**config.mk**
```make
export PLATFORM = sky130hd
export DESIGN_NAME = switch_toggle_bank_flat
export DESIGN_NICKNAME = d
export VERILOG_FILES = /design/src/rtl/switch_toggle_bank_if.sv /design/src/rtl/switch_toggle_bank.sv /design/src/flat_wrapper.sv
export SDC_FILE = /design/constraint.sdc
export NUM_CORES = 1
export LEC_CHECK = 0
export ABC_AREA = 1
export CAP_MARGIN = 5
export CORE_MARGIN = 2
export CORE_UTILIZATION = 40
export DETAILED_ROUTE_END_ITERATION = 16
export GPL_TIMING_DRIVEN = 0
export PLACE_DENSITY_LB_ADDON = 0.3
export SLEW_MARGIN = 20
export SYNTH_ARGS = -nofsm -noshare
export SYNTH_HDL_FRONTEND = slang
export SYNTH_SLANG_ARGS = --single-unit
export TNS_END_PERCENT = 10
```
**constraint.sdc**
```tcl
create_clock -name i_Clk -period 5.63 [get_ports i_Clk]
set_clock_uncertainty 0.15 [all_clocks]
set_input_delay 0.8445 -clock i_Clk [delete_from_list [all_inputs] [get_ports i_Clk]]
set_output_delay 0.8445 -clock i_Clk [all_outputs]
set_load 0.05 [all_outputs]
```
**src/rtl/switch_toggle_bank_if.sv**
```systemverilog
// -----------------------------------------------------------------------------
// switch_toggle_bank_if
// Bundle that connects the switch/LED bank to the rest of the system.
//   i_Switch      : raw switch levels, bit n = channel n (driven by master)
//   o_LED         : per-channel toggle state (driven by slave)
//   o_Event       : one-cycle pulse per accepted active edge (driven by slave)
//   o_Event_Count : running event total, modulo 256 (driven by slave)
// Modports: master = board/status side, slave = switch_toggle_bank.
// -----------------------------------------------------------------------------
interface switch_toggle_bank_if #(
   parameter int NUM_CH = 4
);
   logic [NUM_CH-1:0] i_Switch;
   logic [NUM_CH-1:0] o_LED;
   logic [NUM_CH-1:0] o_Event;
   logic [7:0]        o_Event_Count;

   modport master (
      output i_Switch,
      input  o_LED,
      input  o_Event,
      input  o_Event_Count
   );

   modport slave (
      input  i_Switch,
      output o_LED,
      output o_Event,
      output o_Event_Count
   );
endinterface

```
**src/rtl/switch_toggle_bank.sv**
```systemverilog
// -----------------------------------------------------------------------------
// switch_toggle_bank
// NUM_CH independent switch channels. Each channel debounces its raw input,
// detects the selected edge of the debounced level, toggles its LED on that
// edge and emits a one-cycle event pulse. A shared 8-bit counter totals all
// events (wrapping modulo 256).
//
// Ports:
//   i_Clk : system clock
//   i_Rst : synchronous, active-high reset
//   bus   : switch_toggle_bank_if.slave (i_Switch in; o_LED, o_Event,
//           o_Event_Count out; all outputs registered)
//
// Parameters:
//   NUM_CH         : channel count (1..16)
//   DEBOUNCE_LIMIT : cycles a changed input must hold before acceptance (>=2)
//   EDGE_MODE      : 0 = falling, 1 = rising, 2 = both
//
// Build option:
//   SWITCH_TOGGLE_SYNC_EN : when defined, each switch bit passes through a
//                           2-flop synchronizer first (adds 2 cycles latency).
// -----------------------------------------------------------------------------
module switch_toggle_bank #(
   parameter int NUM_CH         = 4,
   parameter int DEBOUNCE_LIMIT = 250000,
   parameter int EDGE_MODE      = 0
) (
   input  logic                i_Clk,
   input  logic                i_Rst,
   switch_toggle_bank_if.slave bus
);

   localparam int            CW    = $clog2(DEBOUNCE_LIMIT);
   localparam logic [CW-1:0] C_MAX = CW'(DEBOUNCE_LIMIT - 1);
   localparam logic [CW-1:0] C_ONE = CW'(1);

   // Number of set bits, used to add simultaneous events in one cycle.
   function automatic logic [7:0] popcount(input logic [NUM_CH-1:0] v);
      logic [7:0] n;
      n = 8'd0;
      for (int i = 0; i < NUM_CH; i++) begin
         n = n + {7'd0, v[i]};
      end
      return n;
   endfunction

   logic [NUM_CH-1:0] x_s;
   logic [NUM_CH-1:0] stable_r;
   logic [NUM_CH-1:0] prev_r;
   logic [CW-1:0]     cnt_r [NUM_CH];
   logic [NUM_CH-1:0] led_r;
   logic [NUM_CH-1:0] event_r;
   logic [7:0]        event_count_r;
   logic [NUM_CH-1:0] rise_s;
   logic [NUM_CH-1:0] fall_s;
   logic [NUM_CH-1:0] active_s;

`ifdef SWITCH_TOGGLE_SYNC_EN
   logic [NUM_CH-1:0] sync1_r;
   logic [NUM_CH-1:0] sync2_r;

   // Two-flop synchronizer; cleared by reset so stale levels do not survive it.
   always_ff @(posedge i_Clk) begin
      if (i_Rst) begin
         sync1_r <= {NUM_CH{1'b0}};
         sync2_r <= {NUM_CH{1'b0}};
      end else begin
         sync1_r <= bus.i_Switch;
         sync2_r <= sync1_r;
      end
   end

   assign x_s = sync2_r;
`else
   assign x_s = bus.i_Switch;
`endif

   // Per-channel debounce: a differing level must persist DEBOUNCE_LIMIT
   // samples; any return to the stable level restarts the count.
   always_ff @(posedge i_Clk) begin
      if (i_Rst) begin
         stable_r <= {NUM_CH{1'b0}};
         prev_r   <= {NUM_CH{1'b0}};
         for (int n = 0; n < NUM_CH; n++) begin
            cnt_r[n] <= {CW{1'b0}};
         end
      end else begin
         prev_r <= stable_r;
         for (int n = 0; n < NUM_CH; n++) begin
            if (x_s[n] == stable_r[n]) begin
               cnt_r[n] <= {CW{1'b0}};
            end else if (cnt_r[n] == C_MAX) begin
               stable_r[n] <= x_s[n];
               cnt_r[n]    <= {CW{1'b0}};
            end else begin
               cnt_r[n] <= cnt_r[n] + C_ONE;
            end
         end
      end
   end

   // Edge select on the debounced level (stable vs. one cycle older copy).
   always_comb begin
      rise_s = stable_r & ~prev_r;
      fall_s = prev_r & ~stable_r;
      case (EDGE_MODE)
         32'sd0:  active_s = fall_s;
         32'sd1:  active_s = rise_s;
         32'sd2:  active_s = rise_s | fall_s;
         default: active_s = fall_s;
      endcase
   end

   // Registered outputs: LED toggle, event pulse and shared event total.
   always_ff @(posedge i_Clk) begin
      if (i_Rst) begin
         led_r         <= {NUM_CH{1'b0}};
         event_r       <= {NUM_CH{1'b0}};
         event_count_r <= 8'd0;
      end else begin
         led_r         <= led_r ^ active_s;
         event_r       <= active_s;
         event_count_r <= event_count_r + popcount(active_s);
      end
   end

   assign bus.o_LED         = led_r;
   assign bus.o_Event       = event_r;
   assign bus.o_Event_Count = event_count_r;

endmodule

```
**src/flat_wrapper.sv**
```systemverilog
// flat-port wrapper written by rule: the top's interface ports become plain ports
module switch_toggle_bank_flat 
#(
   parameter int NUM_CH         = 4,
   parameter int DEBOUNCE_LIMIT = 250000,
   parameter int EDGE_MODE      = 0
)
  (i_Clk, i_Rst, bus_i_Switch, bus_o_LED, bus_o_Event, bus_o_Event_Count);
  switch_toggle_bank_if #(.NUM_CH(NUM_CH)) bus_i ();
  input  logic i_Clk;
  input  logic i_Rst;
  input wire logic [$bits(bus_i.i_Switch)-1:0] bus_i_Switch;
  output wire logic [$bits(bus_i.o_LED)-1:0] bus_o_LED;
  output wire logic [$bits(bus_i.o_Event)-1:0] bus_o_Event;
  output wire logic [$bits(bus_i.o_Event_Count)-1:0] bus_o_Event_Count;
  assign bus_i.i_Switch = bus_i_Switch;
  assign bus_o_LED = bus_i.o_LED;
  assign bus_o_Event = bus_i.o_Event;
  assign bus_o_Event_Count = bus_i.o_Event_Count;
  switch_toggle_bank #(.NUM_CH(NUM_CH), .DEBOUNCE_LIMIT(DEBOUNCE_LIMIT), .EDGE_MODE(EDGE_MODE)) u_core (.i_Clk(i_Clk), .i_Rst(i_Rst), .bus(bus_i));
endmodule
```
==> results of run 1 <==
-- sequential cells by signal (all words and copies together) (netlist names) --
name	count
u_core.bus.o_Event	4
u_core.bus.o_Event_Count	8
u_core.bus.o_LED	4
u_core.cnt_r	72
u_core.prev_r	4
u_core.stable_r	4
-- cells in the mapped netlist, drive strengths merged --
| master | count |
|---|---|
| inv | 68 |
| o31ai | 1 |
| and2 | 2 |
| xor2 | 19 |
| nor2 | 147 |
| ha | 9 |
| nand4 | 16 |
| buf | 7 |
| or2 | 5 |
| edfxtp | 72 |
| nand3 | 37 |
| xnor2 | 14 |
| o21bai | 3 |
| fa | 2 |
| a21oi | 41 |
| nor3 | 8 |
| o21ai | 14 |
| a31oi | 1 |
| dfxtp | 24 |
| nand2 | 153 |
| conb | 1 |
| nand3b | 5 |
| and3 | 1 |
-- final cells by class --
| cell class | count | area (um^2) | area share |
|---|---|---|---|
| repair buffers | 20 | 200.2 | 0.03173 |
| multi-input cells | 550 | 2659 | 0.4215 |
| plain buffers | 7 | 63.81 | 0.01012 |
| inverters | 68 | 255.2 | 0.04046 |
| clock buffers | 13 | 250.2 | 0.03967 |
| well taps | 176 | 220.2 | 0.03491 |
| flip-flops and latches | 96 | 2643 | 0.4189 |
| clock inverters | 3 | 17.52 | 0.002777 |
-- metal layers --
layer,GRT usage,part of all wire
met3,0.02662,0.041
met4,0.06838,0.019
met5,0,0
met1,0.2103,0.47
met2,0.2671,0.47
-- cell usage in the layout (no fill, tap or decap), drive strengths merged --
cell           count
a21oi             41
a31oi              1
and2               2
and3               1
buf                7
clkbuf            13
clkdlybuf4s50     20
clkinv             2
clkinvlp           1
conb              72
dfxtp             24
edfxtp            72
fa                 2
ha                 9
inv               68
nand2            153
nand3             37
nand3b             5
nand4             16
nor2             147
nor3               8
o21ai             14
o21bai             3
o31ai              1
or2                5
xnor2             14
xor2              19
-- stage by stage --
stage	instance area (um^2)	setup slack (ns)	hold WS [ns]	cells	util
global route	6309	2.703	0.3508	933	0.4802
finish	6309	2.905	0.3279	933	0.4802
CTS	6309	2.870	0.3313	933	0.4802
detailed placement	6041	2.885	0.3208	917	0.4598
floorplan	5620	3.141	0.2960	721	-
global placement	6041	2.957	0.3163	917	0.4598
-- logic make-up (layout without fill, tap and decap cells) --
| family | count (synthesis) | after routing |
|---|---|---|
| DFF | 96 | 96 |
| xor gates and xnor gates | 33 | 33 |
| other | 1 | 72 |
| adders and majority gates | 11 | 11 |
| AOI/OAI and AO/OA | 60 | 60 |
| and+or+nand+nor | 374 | 374 |
| buffers and inverters | 75 | 111 |
-- worst max-delay path: stages (launching register included) --
cell                      delay (ns)
sky130_fd_sc_hd__dfxtp_1        0.41
sky130_fd_sc_hd__inv_1          0.07
sky130_fd_sc_hd__nand2_1        0.13
sky130_fd_sc_hd__inv_1          0.06
sky130_fd_sc_hd__ha_1           0.28
sky130_fd_sc_hd__fa_1           0.45
sky130_fd_sc_hd__ha_1           0.24
sky130_fd_sc_hd__fa_1           0.41
sky130_fd_sc_hd__nand2_1        0.09
sky130_fd_sc_hd__nand2_1        0.09
sky130_fd_sc_hd__nand2_1        0.10
sky130_fd_sc_hd__o21ai_0        0.07
sky130_fd_sc_hd__a21oi_1        0.11
-- final timing paths --
check	end
hold / removal	u_core.prev_r[2]
hold reg to reg	u_core.prev_r[2]
setup reg to reg	u_core.bus.o_Event_Count[6]
setup / recovery	u_core.bus.o_Event_Count[6]
-- power breakdown --
group / leakage, uW / total (uW) / internal (uW) / switching (uW)
combinational: 0.00141 / 93.0 / 33.8 / 59.2
sequential: 0.000934 / 824 / 792 / 31.9
clock: 0.000130 / 571 / 311 / 260
total: 0.00247 / 1490 / 1140 / 351
==> run summary, run 1 <==
- 18660 um — global-route wire length before repair
- 0 — Yosys warning total
- 119.7 um — floorplan die width
- 0 — Hold Fails Final Rpt
- done — clock tree from TritonCTS
- 1309 — filler cell count
- 0.4075 — initial standard-cell utilization of the core
- 0 — number of buffers inserted by hold repair at cts
- 2.725 ns — post-route minimum period
- flop to flop — Hold Path Class
- 2 — instance count along the most critical hold path
- 0.01433 mm^2 — Die ar.
- 0 — Max-Cap Viols
- 15 — maximum number of pins on one net before global-route repair
- simple AND/OR/NAND/NOR gates — dominant combinational cell family by area after synthesis
- 0.06077 — share of layout cells above drive strength 1
- u_core.stable_r[0] — Crit Reg-Reg Startpoint
- 0.06 ns — clock-pin transition on the worst setup and hold timing paths
- 235.9 mW/mm^2 — pwr/cell area
- 0.8940 — RD Place Congestion
- 11.15 um — detailed-route wire length per cell
- u_core.stable_r[2] — Hold Crit Start
- 4329 — count of vias placed by the detailed router
- 0.4038 — top cell type's share of synthesized area
- 96 — sinks on the clock net
- 0 — antenna violation net count after detailed routing
- 0.005354 mm^2 — synthesized cell area
- 6 — TritonRoute pass-1 iters
- 9 — number of buffers added by the clock tree synthesis step
- 119.7 um — vertical die dimension
- 0.5055 ns — Worst Tran Pin Value
- 0 — mux share of post-synthesis cell area
- sky130_fd_sc_hd__edfxtp_1 — post-synth top area cell
- 0 — Antenna diodes
- 0.6620 — tightest slew margin relative to the limit
- 20 — IO buf count
- 5.76 ns — required time of the worst setup path
- 0 — setup violation total in the final timing report
- u_core.stable_r[0] — timing startpoint of the critical path
- 0 — setup bufs post-CTS
- 650 — synthesized instance count
- 3 — number of H-tree levels
- 0.05398 — xor-xnor portion of the synthesized cell area
- 2.86 ns — data arrival time at the worst-slack endpoint
- 96 — number of flip-flops and latches in the synthesized netlist
- 42 — Rows
- 10410 um — routed wire length
- flop — capturing element type of the critical path
- 0 — total overflow reported by the global router
- 0.35 ns — Worst-Skew Late Latency
- 0.01314 mm^2 — Core ar.
- 4179 — vias in the first global route
- 769 — final net count
- finished, final reports clean — result of the run
- 37 — number of distinct library cells after synthesis
- sky130_fd_sc_hd__clkbuf_16 — CTS root buffer
- 0.4936 — sequential-to-total area share from yosys stat
- 0 — count of cells resized by post-cts repair
- 367.0 MHz — maximum achievable frequency
- 17.83% — Layout area overhead
- 0.4840 — post-route fraction of the period consumed by the critical path
- 0.06170 — fraction of the mapped netlist area in compound gates
- 447 — initial drt markers
- sky130_fd_sc_hd__edfxtp_1, sky130_fd_sc_hd__nand2_1, sky130_fd_sc_hd__nor2_1 — ranking of synthesized cells by area
- false — setup repair after global routing missed its margin
- 0.02851 — area share of fa/ha/maj cells after synthesis
- 150.4 uV — peak supply drop
- flop — Worst Setup Start Kind
- 0 — antenna violations before repair
- 0.3019 — area share of and/or/nand/nor cells after synthesis
- 0 ns — sum of negative setup slack
- 0 — Slew Viols, Final
- 8.237 um^2 — Mean Syn Cell Area
- 4 — worst-path fanout max
- 22 — count of pins on the block boundary
- 4.640 — average via count per standard cell
- 2.91 ns — setup slack on the worst flop-to-flop path
- 2 — maximum root-to-sink buffer count
- 7846 um — sum of net half-perimeters after detailed placement
- 0.002472 uW — Static Leak
- 0.1616 — global router's overall resource usage
- 1488 uW — total power
- 12 — reg2reg path depth
- 0 — Remaining DRCs
- flop to flop — type of the worst setup path
Power figures use the tool's default switching activity.
==> run 2: changes to the inputs <==
==> constraint.sdc (replaced) <==
create_clock -name i_Clk -period 2.81 [get_ports i_Clk]
set_clock_uncertainty 0.15 [all_clocks]
set_input_delay 0.4215 -clock i_Clk [delete_from_list [all_inputs] [get_ports i_Clk]]
set_output_delay 0.4215 -clock i_Clk [all_outputs]
set_load 0.05 [all_outputs]
==> run 2 against run 1 <==
Effect of this change:
- non-clock buffer count stayed put
- register-to-register slack got worse by 2.7 ns
- largest cell class unchanged
- worst setup slack got worse by 2.7 ns
- combinational power grew 100%
- largest power group unchanged
- clock power grew 100%
- via count is essentially flat
- die area did not move
==> run summary, run 2 (synthesis gave the netlist of run 1 again) <==
- flop — capturing element type of the critical path
- 0.006315 mm^2 — post-route cell area, about the same
- finished, final reports clean — result of the run
- 72 — max FFs per register, unchanged
- 3 — number of H-tree levels, unchanged
- 0.1616 — global router's overall resource usage, unchanged
- sky130_fd_sc_hd__clkbuf_16 — CTS root buffer
- u_core.cnt_r — Most flops, register
- 15 — maximum number of pins on one net before global-route repair, unchanged
- 7846 um — sum of net half-perimeters after detailed placement, unchanged
- flop — Worst Setup Start Kind
- 4875 um — detailed-routing wirelength on met1, +0.14%
- 4925 um — routed length on met2, +0.26%
- flop to flop — type of the worst setup path
- 4179 — vias in the first global route, unchanged
- 421 — initial drt markers, -5.8%
- 0 — total overflow reported by the global router, unchanged
- met4 — DR top layer
- 0.8940 — RD Place Congestion, unchanged
- 2.74 ns — data arrival time at the worst-slack endpoint, -0.12 ns
- 4.641 — average via count per standard cell, about the same
- 2.610 ns — post-route minimum period, -0.1144 ns
- 0.006041 mm^2 — post-placement cell area, unchanged
- 1311 — filler cell count, +0.15%
- 2 — maximum root-to-sink buffer count, unchanged
- 9 — number of buffers added by the clock tree synthesis step, unchanged
- 0.06473 — share of layout cells above drive strength 1, +0.003963
- false — setup repair after global routing missed its margin
- 0.20 ns — setup slack on the worst flop-to-flop path, -2.71 ns
- 119.7 um — vertical die dimension, unchanged
- 0.002470 uW — Static Leak, about the same
- 410 um — met3 wire length, -3.3%
- 0.4075 — initial standard-cell utilization of the core, unchanged
- 18660 um — global-route wire length before repair, unchanged
- 0 — Slew Viols, Final, unchanged
- 0.5055 ns — Worst Tran Pin Value, +0.0000008941 ns
- 96 — sinks on the clock net, unchanged
- 0.07 ns — clock-pin transition on the worst setup and hold timing paths, about the same
- 0.01433 mm^2 — Die ar., unchanged
- 0 — Max-Cap Viols, unchanged
- 17.95% — Layout area overhead, about the same
- 0 ns — sum of negative setup slack, unchanged
- 0 — antenna violation net count after detailed routing, unchanged
- 0 — Antenna diodes, unchanged
- 6 — TritonRoute pass-1 iters, unchanged
- input port to flop — Hold Path Class
- 10410 um — routed wire length, about the same
- 0 — antenna violations before repair, unchanged
- 472.1 mW/mm^2 — pwr/cell area, +100%
- 769 — final net count, unchanged
- 0 — setup violation total in the final timing report, unchanged
- 383.1 MHz — maximum achievable frequency, +4.4%
- 0.35 ns — Worst-Skew Late Latency, about the same
- 0.6620 — tightest slew margin relative to the limit, about the same
- 0 — setup bufs post-CTS, unchanged
- 20 — IO buf count, unchanged
- sky130_fd_sc_hd__nand2_1, sky130_fd_sc_hd__nor2_1, sky130_fd_sc_hd__edfxtp_1, sky130_fd_sc_hd__conb_1, sky130_fd_sc_hd__inv_1 — most frequent cells in the layout
- 22 — count of pins on the block boundary, unchanged
- 119.7 um — floorplan die width, unchanged
- sky130_fd_sc_hd__nand2_1 — most frequent standard cell in the layout excluding fill and tap cells
- 0 — Hold Fails Final Rpt, unchanged
- 302.6 uV — peak supply drop, +100%
- 4 — worst-path fanout max, unchanged
- 0.9290 — post-route fraction of the period consumed by the critical path, +0.4450
- 2.94 ns — required time of the worst setup path, -2.82 ns
- 0.01314 mm^2 — Core ar., unchanged
- 42 — Rows, unchanged
- 4330 — count of vias placed by the detailed router, +0.023%
- 0 — Remaining DRCs, unchanged
- 11.16 um — detailed-route wire length per cell, about the same
- done — clock tree from TritonCTS
-- run 2: power breakdown --
group	internal (uW)	switching, uW	leakage, uW
registers	1590	64.0	0.000934
clock network	623	521	0.000130
logic	67.8	119	0.00141
total	2280	704	0.00247
-- run 2: worst paths after layout --
check | startpoint | endpoint | depth (start not counted)
worst min register to register | u_core.stable_r[2] | u_core.prev_r[2] | 2
worst max register to register | u_core.stable_r[1] | u_core.bus.o_Event_Count[6] | 12
worst min-delay path | i_Rst | u_core.bus.o_Event[3] | 2
worst max-delay path | u_core.stable_r[1] | u_core.bus.o_Event_Count[6] | 12
-- run 2: cell type report --
cell class                 instances  area, um^2  area share
clock buffer                      13       250.2     0.03963
timing repair buffer              20       200.2     0.03170
tap                              176       220.2     0.03487
sequential                        96        2644      0.4187
clock inverter                     3       17.52    0.002774
buffer                             7       63.81     0.01011
inverter                          68       255.2     0.04042
multi-input combinational        550        2664      0.4218
-- run 2: metal layers --
metal,vias to the layer above,track usage
met4,0,0.06838
met2,69,0.2671
met1,1988,0.2103
li1,2261,-
met3,12,0.02662
met5,-,0
-- run 2: per-stage QoR --
stage,cells,hold slack [ns],total power (uW),setup WS (ns),utilization
after floorplan,721,0.2960,1810,0.3206,-
after global placement,917,0.3163,1858,0.1373,0.4598
after detailed placement,917,0.3208,1866,0.06475,0.4598
after CTS,933,0.2350,3017,0.04982,0.4802
after global routing,933,0.2543,3110,0.02274,0.4807
final,933,0.2332,2981,0.1995,0.4807
-- run 2: worst max-delay path, cell delays in order, from the launching register on --
cell and delay, ns:
sky130_fd_sc_hd__dfxtp_1 0.37, sky130_fd_sc_hd__inv_1 0.08, sky130_fd_sc_hd__nand2_2 0.09, sky130_fd_sc_hd__inv_1 0.05, sky130_fd_sc_hd__ha_1 0.30, sky130_fd_sc_hd__fa_1 0.45
sky130_fd_sc_hd__ha_1 0.24, sky130_fd_sc_hd__fa_2 0.35, sky130_fd_sc_hd__nand2_1 0.08, sky130_fd_sc_hd__nand2_1 0.09, sky130_fd_sc_hd__nand2_1 0.10, sky130_fd_sc_hd__o21ai_0 0.07
sky130_fd_sc_hd__a21oi_1 0.11
-- run 2: repair_timing --
item,in CTS,in global routing
endpoints found under the setup margin,0,2
hold buffers,0,0
gates resized for setup,0,3
==> run 3: changes to the inputs <==
--- a/config.mk
+++ b/config.mk
@@ -6,6 +6,7 @@
 export NUM_CORES = 1
 export LEC_CHECK = 0
 export ABC_AREA = 1
+export ABC_CLOCK_PERIOD_IN_PS = 2810
 export CAP_MARGIN = 5
 export CORE_MARGIN = 2
 export CORE_UTILIZATION = 40
==> results of run 3 <==
Final layout, timing and power as in run 2 (identical DEF).
